[src/rtl/seg_scan_ctrl_if.sv]
// Value handshake and multiplexed digit bus of the speed display readout.
// The controller sits on the slave side; the value source and display driver use master.
interface seg_scan_ctrl_if;
  logic [7:0] value_i;
  logic       valid_i;
  logic       ready_o;
  logic [3:0] digit_o;
  logic       sel_o;
  logic       blank_o;
  logic       ovf_o;

  modport slave (
    input  value_i, valid_i,
    output ready_o, digit_o, sel_o, blank_o, ovf_o
  );

  modport master (
    output value_i, valid_i,
    input  ready_o, digit_o, sel_o, blank_o, ovf_o
  );
endinterface

[src/rtl/seg_scan_ctrl.sv]
// Two-digit decimal readout sequencer: saturating capture, 8-cycle double-dabble,
// atomic commit to display registers, and a free-running tens/ones scan with blanking.
module seg_scan_ctrl #(
  parameter int REFRESH_DIV  = 1024,
  parameter int BLANK_CYCLES = 16,
  parameter int LZ_SUPPRESS  = 1
) (
  input  logic           clk_i,
  input  logic           reset_i,
  seg_scan_ctrl_if.slave bus
);

  localparam int CW = (REFRESH_DIV > 2) ? $clog2(REFRESH_DIV) : 1;

  typedef enum logic [1:0] {IDLE, CONVERT, COMMIT} state_t;

  state_t        state_q, state_d;
  logic [2:0]    iter_q;
  logic [15:0]   work_q;        // {tens, ones, bin}
  logic [15:0]   work_adj;
  logic          ovf_pend_q;
  logic          ovf_q;
  logic [3:0]    tens_q, ones_q, digit_q;
  logic [CW-1:0] scan_q;
  logic          sel_q, sel_d, wrap;
  logic          accept, over;
  logic [7:0]    sat_val;

  assign accept  = bus.valid_i && (state_q == IDLE);
  assign over    = bus.value_i > 8'd99;
  assign sat_val = over ? 8'd99 : bus.value_i;

  // ---------------- FSM ----------------
  always_ff @(posedge clk_i or posedge reset_i) begin
    if (reset_i) state_q <= IDLE;
    else         state_q <= state_d;
  end

  always_comb begin
    state_d = state_q;
    case (state_q)
      IDLE:    if (accept) state_d = CONVERT;
      CONVERT: if (iter_q == 3'd7) state_d = COMMIT;
      COMMIT:  state_d = IDLE;
      default: state_d = IDLE;
    endcase
  end

  // Add-3 correction on both BCD nibbles before each shift
  always_comb begin
    work_adj = work_q;
    if (work_q[15:12] >= 4'd5) work_adj[15:12] = work_q[15:12] + 4'd3;
    if (work_q[11:8]  >= 4'd5) work_adj[11:8]  = work_q[11:8]  + 4'd3;
  end

  // ---------------- conversion datapath ----------------
  always_ff @(posedge clk_i or posedge reset_i) begin
    if (reset_i) begin
      iter_q     <= '0;
      work_q     <= '0;
      ovf_pend_q <= 1'b0;
      tens_q     <= '0;
      ones_q     <= '0;
      ovf_q      <= 1'b0;
    end else begin
      case (state_q)
        IDLE: if (accept) begin
          iter_q     <= '0;
          work_q     <= {8'h00, sat_val};
          ovf_pend_q <= over;
        end
        CONVERT: begin
          work_q <= {work_adj[14:0], 1'b0};
          iter_q <= iter_q + 3'd1;
        end
        // Digits and overflow flag move together so the display never tears
        COMMIT: begin
          tens_q <= work_q[15:12];
          ones_q <= work_q[11:8];
          ovf_q  <= ovf_pend_q;
        end
        default: ;
      endcase
    end
  end

  // ---------------- scan / digit mux ----------------
  assign wrap  = (scan_q == CW'(REFRESH_DIV - 1));
  assign sel_d = wrap ? ~sel_q : sel_q;

  always_ff @(posedge clk_i or posedge reset_i) begin
    if (reset_i) begin
      scan_q  <= '0;
      sel_q   <= 1'b0;
      digit_q <= '0;
    end else begin
      scan_q  <= wrap ? '0 : scan_q + CW'(1);
      sel_q   <= sel_d;
      digit_q <= sel_d ? ones_q : tens_q;
    end
  end

  assign bus.ready_o = (state_q == IDLE);
  assign bus.digit_o = digit_q;
  assign bus.sel_o   = sel_q;
  assign bus.ovf_o   = ovf_q;
  assign bus.blank_o = (scan_q < CW'(BLANK_CYCLES)) ||
                       ((LZ_SUPPRESS != 0) && !sel_q && (tens_q == 4'd0));

endmodule

[src/flat_wrapper.sv]
// flat-port wrapper written by rule: the top's interface ports become plain ports
module seg_scan_ctrl_flat 
#(
  parameter int REFRESH_DIV  = 1024,
  parameter int BLANK_CYCLES = 16,
  parameter int LZ_SUPPRESS  = 1
)
  (clk_i, reset_i, bus_value_i, bus_valid_i, bus_ready_o, bus_digit_o, bus_sel_o, bus_blank_o, bus_ovf_o);
  seg_scan_ctrl_if bus_i ();
  input  logic clk_i;
  input  logic reset_i;
  input wire logic [$bits(bus_i.value_i)-1:0] bus_value_i;
  input wire logic [$bits(bus_i.valid_i)-1:0] bus_valid_i;
  output wire logic [$bits(bus_i.ready_o)-1:0] bus_ready_o;
  output wire logic [$bits(bus_i.digit_o)-1:0] bus_digit_o;
  output wire logic [$bits(bus_i.sel_o)-1:0] bus_sel_o;
  output wire logic [$bits(bus_i.blank_o)-1:0] bus_blank_o;
  output wire logic [$bits(bus_i.ovf_o)-1:0] bus_ovf_o;
  assign bus_i.value_i = bus_value_i;
  assign bus_i.valid_i = bus_valid_i;
  assign bus_ready_o = bus_i.ready_o;
  assign bus_digit_o = bus_i.digit_o;
  assign bus_sel_o = bus_i.sel_o;
  assign bus_blank_o = bus_i.blank_o;
  assign bus_ovf_o = bus_i.ovf_o;
  seg_scan_ctrl #(.REFRESH_DIV(REFRESH_DIV), .BLANK_CYCLES(BLANK_CYCLES), .LZ_SUPPRESS(LZ_SUPPRESS)) u_core (.clk_i(clk_i), .reset_i(reset_i), .bus(bus_i));
endmodule
[config.mk]
export PLATFORM = sky130hd
export DESIGN_NAME = seg_scan_ctrl_flat
export DESIGN_NICKNAME = d
export VERILOG_FILES = /design/src/rtl/seg_scan_ctrl_if.sv /design/src/rtl/seg_scan_ctrl.sv /design/src/flat_wrapper.sv
export SDC_FILE = /design/constraint.sdc
export NUM_CORES = 1
export LEC_CHECK = 0
export BUFFER_PORTS_ARGS = -buffer_cell sky130_fd_sc_hd__buf_4
export CAP_MARGIN = 20
export CORE_UTILIZATION = 45
export DETAILED_ROUTE_END_ITERATION = 7
export PLACE_DENSITY = 0.73
export SETUP_SLACK_MARGIN = 0.1
export SLEW_MARGIN = 20
export SYNTH_ARGS = -nofsm -noshare
export SYNTH_HDL_FRONTEND = slang
export SYNTH_SLANG_ARGS = --single-unit
[constraint.sdc]
create_clock -name clk_i -period 2.2 [get_ports clk_i]
set_input_delay 0.33 -clock clk_i [delete_from_list [all_inputs] [get_ports clk_i]]
set_output_delay 0.33 -clock clk_i [all_outputs]
set_load 0.02 [all_outputs]
* Yosys cells after proc, flatten, opt, wreduce, memory -nomap -nowiden
Index checks and enable logic that the tools add are counted.
** Cells by class
- Bitwise operators :: 1
- Equality and inequality tests :: 6
- Order comparisons :: 4
- Multiplexer cells :: 13
- Add/sub/neg operators :: 4
- Reduce and logical (&&, ||, !) cells :: 10
** Operator list (count)
- case mux 16 bit (2 select lines) :: 1
- two-way mux 16 bit :: 1
- adder 10 x 1 -> 10 bit (second input constant) :: 1
- == test 10 bit (second input constant) :: 1
- < comparator 10 x 5 -> 1 bit (second input constant) :: 1
- two-way mux 10 bit :: 1
- greater-or-equal comparator 4 x 3 -> 1 bit (second input constant) :: 2
- > comparator 8 x 7 -> 1 bit (second input constant) :: 1
- two-way mux 4 bit :: 2
- two-way mux 8 bit :: 1
- two-way mux 3 bit :: 2
- case mux 3 bit (2 select lines) :: 1
- AND reduction 2 bit :: 3
- adder 4 x 2 -> 4 bit (second input constant) :: 1
- logical NOT 4 bit :: 1
- two-way mux 2 bit :: 2
- != test 2 x 1 -> 1 bit (second input constant) :: 2
- case mux 2 bit (2 select lines) :: 1
- adder 3 x 1 -> 3 bit (second input constant) :: 1
- adder 3 x 2 -> 3 bit (second input constant) :: 1
- == test 3 bit (second input constant) :: 1
- == test 2 x 1 -> 1 bit (second input constant) :: 1
- == test 2 bit (second input constant) :: 1
- logical AND 1 bit :: 2
- other kinds (6) :: 6
** Word-level totals
- Output and inout bits :: 8
- Flip-flop bits (word level) :: 46
- Word-level logic and storage cells :: 48
- Input bits :: 11

* Depth between registers and ports, before layout
Gate-level depths: netlist (run 1).
- Word-level depth :: 4
- Depth in mapped cells :: 6
- Depth with buffers taken out :: 6

* Least setup slack after synthesis (run 1)
No wires, ideal clock.
- Path kind :: flip-flop to output port
- Start :: register u_core.sel_q, in the netlist u_core.bus.sel_o
- End :: output port bus_blank_o
- Required time :: 1.870 ns
- Setup slack :: 0.403 ns
- Path buffers :: 0
- Cell stages (with the launch flop) :: 3
- Arrival time :: 1.467 ns
- Path through :: dfrtp_1 > or4_1 > o21ai_0
** On the way
- Longest elaborated chain between the ends :: 3
** RTL lines
- from (decl) :: RTL line seg_scan_ctrl.sv:25 : logic sel_q, sel_d, wrap;
- from (signal assigned) :: RTL line seg_scan_ctrl.sv:98 : sel_q <= sel_d;
- logical NOT 1 bit :: RTL line seg_scan_ctrl.sv:108 : ((LZ_SUPPRESS != 0) && !sel_q && (tens_q == 4'd0));
- logical AND 1 bit :: RTL line seg_scan_ctrl.sv:108
- logical OR 1 bit :: RTL line seg_scan_ctrl.sv:107 : assign bus.blank_o = (scan_q < CW'(BLANK_CYCLES)) ||
- to (decl) :: RTL line flat_wrapper.sv:17 : output wire logic [$bits(bus_i.blank_o)-1:0] bus_blank_o;
No other way between the ends.

* Worst setup path after layout (run 1)
Same ends and word-level chain as after synthesis.

==> results of run 1 <==
-- Yosys cell counts (5+ instances only) --
master	count
inv_1	8
o21ai_0	15
nor2_1	13
ha_1	7
mux2_2	12
dfrtp_1	46
nand2b_1	5
clkbuf_1	6
nor3_1	5
a21oi_1	6
nand3_1	13
xnor2_1	6
nand2_1	21
-- worst max-delay path by stage --
| stage | from | to | cells after the start |
|---|---|---|---|
| after floorplan | u_core.bus.sel_o$_DFF_PP0_ | bus_blank_o | 2 |
| after global placement | u_core.scan_q[0]$_DFF_PP0_ | u_core.bus.digit_o[0]$_DFF_PP0_ | 5 |
| after detailed placement | u_core.scan_q[0]$_DFF_PP0_ | u_core.bus.digit_o[0]$_DFF_PP0_ | 5 |
| after CTS | u_core.bus.sel_o$_DFF_PP0_ | bus_blank_o | 3 |
| after global routing | u_core.bus.sel_o$_DFF_PP0_ | bus_blank_o | 3 |
| final | u_core.bus.sel_o$_DFF_PP0_ | bus_blank_o | 3 |
-- cells by family after synthesis --
logic type      after synthesis
simple gates                 70
flops                        46
compound gates               33
buf+inv                      15
mux                          12
xor+xnor                     10
fa+ha+maj                     7
-- routing by layer --
metal | vias to the layer above | track usage [%] | part of all wire (%)
li1 | 711 | - | -
met1 | 696 | 20.4 | 48
met2 | 33 | 26.3 | 46
met3 | 7 | 3.46 | 3.7
met4 | 0 | 6.67 | 1.8
met5 | - | 0 | 0
-- layout make-up --
cell class                 instances  share of cell area [%]
clock buffer                       5                    2.92
inverter                           8                    1.27
clock inverter                     2                   0.424
timing repair buffer              21                    7.21
multi-input combinational        132                    36.6
tap                               52                    2.76
sequential                        46                    48.8
-- report_power, final --
group          internal [mW]  switching, mW  total [mW]
clock                  0.213          0.263       0.476
sequential              1.14          0.179        1.31
combinational          0.464          0.567        1.03
-- sequential cells by signal, indices dropped and copies added (netlist names) --
signal and cells:
u_core.tens_q 4, u_core.bus.ovf_o 1, u_core.work_q 16, u_core.ones_q 4
u_core.bus.digit_o 4, u_core.iter_q 3, u_core.ovf_pend_q 1, u_core.scan_q 10
u_core.state_q 2, u_core.bus.sel_o 1
==> impl_metrics.json, run 1 <==
{
  "status": "completed",
  "cts.sinks": 46,
  "synth_xor_area_share_pct": 4.23,
  "io_pins": 19,
  "hold_violations": 0,
  "ctsHtreeMaxLevel": 2,
  "dieArea_sq_um": 4880,
  "grt_antenna_before_repair": 0,
  "synth_edf_count": 0,
  "reg2regPathDepth": 5,
  "ys_ff_latch": 46,
  "synth_area_leaders": "dfrtp_1 56%, mux2_2 6.5%, ha_1 4.2%, nand2_1 3.8%, o21ai_0 3.6%",
  "wl_per_cell_um": 12.9,
  "final_common_cell": "dfrtp_1",
  "synthMuxAreaShare_pct": 6.52,
  "fin_nets": 232,
  "synth-seq-area-share_pct": 55.6,
  "gr-total-overflow": 0,
  "startpoint_type": "register",
  "nFillCells": 409,
  "final_max_slew_viol_count": 0,
  "diodes": 0,
  "post_cts_resized": 0,
  "synth_warnings": 0,
  "timing.hold.ws_ns": 0.0392,
  "post-route-util_pct": 53.8,
  "r2r_start": "u_core.scan_q[0]$_DFF_PP0_",
  "cts.hold.buffers_added": 0,
  "regArea_sq_um": 1150,
  "critPathSlowestCell": "or4_1",
  "regToRegEndpoint": "u_core.bus.digit_o[2]$_DFF_PP0_",
  "post_cts_buffers": 0,
  "cts-root-buf": "clkbuf_8",
  "die_w_um": 69.9,
  "cts-buffers-inserted": 5,
  "critPathBufInv": 1,
  "cpPeakStageDelay_ns": 0.52,
  "core_area_sq_um": 4380,
  "syn_avg_cell_area_sq_um": 10.7,
  "syn_area_sq_um": 2070,
  "dr_total_vias": 1447,
  "crit_arrival_ns": 1.58,
  "drive_above_1_share_pct": 20.6,
  "crit_chain": "or4_1, o21ai_0, buf_4",
  "hp-class": "in -> async",
  "io_buffer_count": 18,
  "min_period_ns": 1.91,
  "grt_usage_pct": 16.0,
  "r2r_slack_ns": 0.34,
  "tightest_slew_ns": 0.824,
  "fin_cells": 266,
  "drt-pass1-iter-count": 4,
  "dp_slack_ns": 0.345,
  "initial_core_util_pct": 47.3,
  "synth_cells": 193,
  "cts_tree": "yes",
  "final_antenna_net_count": 0,
  "grt_pass1_wl_um": 6220,
  "p_per_area_nw_per_um2": 1200,
  "placed_cell_area_sq_um": 2280,
  "fin_area_sq_um": 2360,
  "cp.required_ns": 1.87,
  "multi_input_area_sq_um": 863,
  "drt_iter0_drc": 61,
  "drv_cap": 0,
  "cp_max_fo": 3,
  "p_leak_nw": 1.10,
  "wl_um": 3430,
  "synth_flop_cell": "dfrtp_1",
  "rsz0062_at_grt": "false",
  "dp_hpwl_um": 2420,
  "setup_viol": 0,
  "drc_errors": 0,
  "fmax_ghz": 0.523,
  "synth_compound_area_share_pct": 9.78,
  "finalPower_mw": 2.82,
  "dp.cells": 259,
  "path_delay_family": "simple AND/OR/NAND/NOR gates",
  "vdd_drop_max_mv": 0.766,
  "fin_ws_ns": 0.288,
  "gp_congestion": 0.825,
  "layout_common_cells": "46 x dfrtp_1, 21 x nand2_1, 20 x buf_4",
  "die_h_um": 69.9,
  "first_global_vias": 1427,
  "end_kind": "output port",
  "period_share_pct": 86.9,
  "relSlewSlack_pct": 45.1,
  "clk_path_buf_depth": 2,
  "finalSetupTns_ns": 0,
  "synth_fa_ha_area_share_pct": 4.23,
  "area_delta_synth_final_pct": 13.8,
  "path_clk_slew_ns": 0.08,
  "worst_clock_skew_ns": 0.00257,
  "synth.largest_area_cell": "dfrtp_1",
  "grt_max_degree": 31,
  "synthSimpleGateAreaFrac_pct": 16.9,
  "synth_top_family_by_area": "simple AND/OR/NAND/NOR gates",
  "yosys.area.top_type_share_pct": 55.6,
  "rows": 24,
  "async_flop_share_pct": 100,
  "synth_cell_types": 33,
  "routed_via_density": 5.44,
  "clock_latency_ns": 0.29,
  "syn_nets": 211,
  "crit_type": "reg -> out"
}
(Power assumes the default switching activity.)
==> run 2, diff against run 1 <==
--- a/config.mk
+++ b/config.mk
@@ -7,9 +7,11 @@
 export LEC_CHECK = 0
 export BUFFER_PORTS_ARGS = -buffer_cell sky130_fd_sc_hd__buf_4
 export CAP_MARGIN = 20
+export CELL_PAD_IN_SITES_DETAIL_PLACEMENT = 0
+export CELL_PAD_IN_SITES_GLOBAL_PLACEMENT = 1
 export CORE_UTILIZATION = 45
 export DETAILED_ROUTE_END_ITERATION = 7
-export PLACE_DENSITY = 0.73
+export PLACE_DENSITY = 0.86
 export SETUP_SLACK_MARGIN = 0.1
 export SLEW_MARGIN = 20
 export SYNTH_ARGS = -nofsm -noshare
==> run 2 against run 1 <==
Cell count rose by 0.38%. Clock skew up 0.0041 ns. Sequential share of layout area fell by 0.078 points. Largest cell class unchanged.
==> impl_metrics.json, run 2 (synthesis results as in run 1) <==
{
  "clock_latency_ns": 0.30,
  "placed_cell_area_sq_um": 2270,
  "io_pins": 19,
  "io_buffer_count": 18,
  "gr-total-overflow": 0,
  "p_leak_nw": 1.10,
  "fin_cells": 267,
  "drv_cap": 0,
  "tightest_slew_ns": 0.810,
  "fmax_ghz": 0.527,
  "cpPeakStageDelay_ns": 0.51,
  "relSlewSlack_pct": 46.0,
  "dr_total_vias": 1416,
  "path_clk_slew_ns": 0.08,
  "status": "completed",
  "wl_um": 3470,
  "critPathSlowestCell": "or4_1",
  "regArea_sq_um": 1150,
  "diodes": 0,
  "crit_chain": "or4_1, o21ai_0, buf_4",
  "dp.cells": 259,
  "hold_violations": 0,
  "reg2regPathDepth": 5,
  "nFillCells": 409,
  "post_cts_buffers": 0,
  "cts-buffers-inserted": 5,
  "rsz0062_at_grt": "false",
  "wl_per_cell_um": 13.0,
  "multi_input_area_sq_um": 863,
  "layout_common_cells": "46 x dfrtp_1, 21 x nand2_1, 21 x buf_4",
  "drt-pass1-iter-count": 4,
  "dieArea_sq_um": 4880,
  "fin_nets": 232,
  "startpoint_type": "register",
  "cts.hold.buffers_added": 0,
  "area_delta_synth_final_pct": 14.0,
  "critPathBufInv": 1,
  "worst_clock_skew_ns": 0.00664,
  "routed_via_density": 5.30,
  "final_antenna_net_count": 0,
  "grt_usage_pct": 16.1,
  "switchingPower_mw": 1.02,
  "cp_max_fo": 3,
  "finalSetupTns_ns": 0,
  "die_h_um": 69.9,
  "dp_hpwl_um": 2410,
  "combPwrFrac_pct": 35.7,
  "ctsHtreeMaxLevel": 2,
  "fin_area_sq_um": 2360,
  "drt_iter0_drc": 90,
  "hp-class": "in -> async",
  "die_w_um": 69.9,
  "final_common_cell": "dfrtp_1",
  "min_period_ns": 1.90,
  "vdd_drop_max_mv": 0.691,
  "seqPwrFrac_pct": 45.8,
  "clk_path_buf_depth": 2,
  "rows": 24,
  "crit_type": "reg -> out",
  "post_cts_resized": 0,
  "cts-root-buf": "clkbuf_8",
  "top_register": "u_core.work_q",
  "drc_errors": 0,
  "clkPwrFrac_pct": 18.5,
  "regToRegEndpoint": "u_core.bus.digit_o[1]$_DFF_PP0_",
  "top_regs": "u_core.work_q: 16 flops, u_core.scan_q: 10 flops",
  "final_max_slew_viol_count": 0,
  "first_global_vias": 1389,
  "grt_antenna_before_repair": 0,
  "swShare_pct": 35.6,
  "drive_above_1_share_pct": 20.9,
  "r2r_start": "u_core.scan_q[0]$_DFF_PP0_",
  "period_share_pct": 86.2,
  "grt_max_degree": 47,
  "cp.required_ns": 1.87,
  "largest_reg_flops": 16,
  "r2r_slack_ns": 0.36,
  "setup_viol": 0,
  "gp_congestion": 0.744,
  "p_per_area_nw_per_um2": 1210,
  "initial_core_util_pct": 47.3,
  "cts_tree": "yes",
  "crit_arrival_ns": 1.57,
  "end_kind": "output port",
  "grt_pass1_wl_um": 6200,
  "internal_power_mw": 1.85,
  "core_area_sq_um": 4380,
  "path_delay_family": "simple AND/OR/NAND/NOR gates",
  "cts.sinks": 46
}
run 2: final cells by class:
cell class                      count  area share (%)
Clock buffer                        6            3.50
Clock inverter                      2           0.530
Inverter                            8            1.27
Multi-Input combinational cell    132            36.5
Sequential cell                    46            48.7
Tap cell                           52            2.75
Timing Repair Buffer               21            6.67
run 2: how the worst max path moves through the flow:
stage	from	to	slack, ns	cells after the start
2_1_floorplan	u_core.bus.sel_o$_DFF_PP0_	bus_blank_o	0.40	2
3_3_place_gp	u_core.scan_q[0]$_DFF_PP0_	u_core.bus.digit_o[0]$_DFF_PP0_	0.41	5
3_5_place_dp	u_core.scan_q[0]$_DFF_PP0_	u_core.bus.digit_o[1]$_DFF_PP0_	0.35	5
4_1_cts	u_core.bus.sel_o$_DFF_PP0_	bus_blank_o	0.28	3
5_1_grt	u_core.scan_q[0]$_DFF_PP0_	u_core.bus.digit_o[1]$_DFF_PP0_	0.20	5
6_report	u_core.bus.sel_o$_DFF_PP0_	bus_blank_o	0.30	3
run 2: metrics by stage:
step                      worst slack, ns  utilization, %  hold slack [ns]  power, mW
after floorplan                     0.403               -            0.424       2.06
after global placement              0.413            51.7            0.436       2.34
after detailed placement            0.347            51.7            0.458       2.37
after CTS                           0.279            53.9            0.196       2.91
after global routing                0.196            53.9            0.226       3.11
final                               0.303            53.9            0.168       2.87
run 2: power by group through the flow:
stage | clock (mW) | combinational, mW | sequential [mW]
after floorplan | 0 | 0.736 | 1.33
after global placement | 0 | 1.01 | 1.32
after detailed placement | 0 | 1.04 | 1.33
after CTS | 0.548 | 1.04 | 1.31
after global routing | 0.567 | 1.20 | 1.35
final | 0.532 | 1.02 | 1.31
run 2: per-layer routing:
layer  GRT usage (%)  vias to the layer above  part of all wire, %
met5               0                        -                    0
met4            6.67                        0                  1.6
met3            3.61                        7                  3.5
met2            26.1                       24                   45
met1            20.9                      669                   50
li1                -                      716                    -
run 2: tightest hold or removal path, stage by stage:
cell and delay (ns):
buf_4 0.11, clkinv_1 0.03, buf_4 0.46
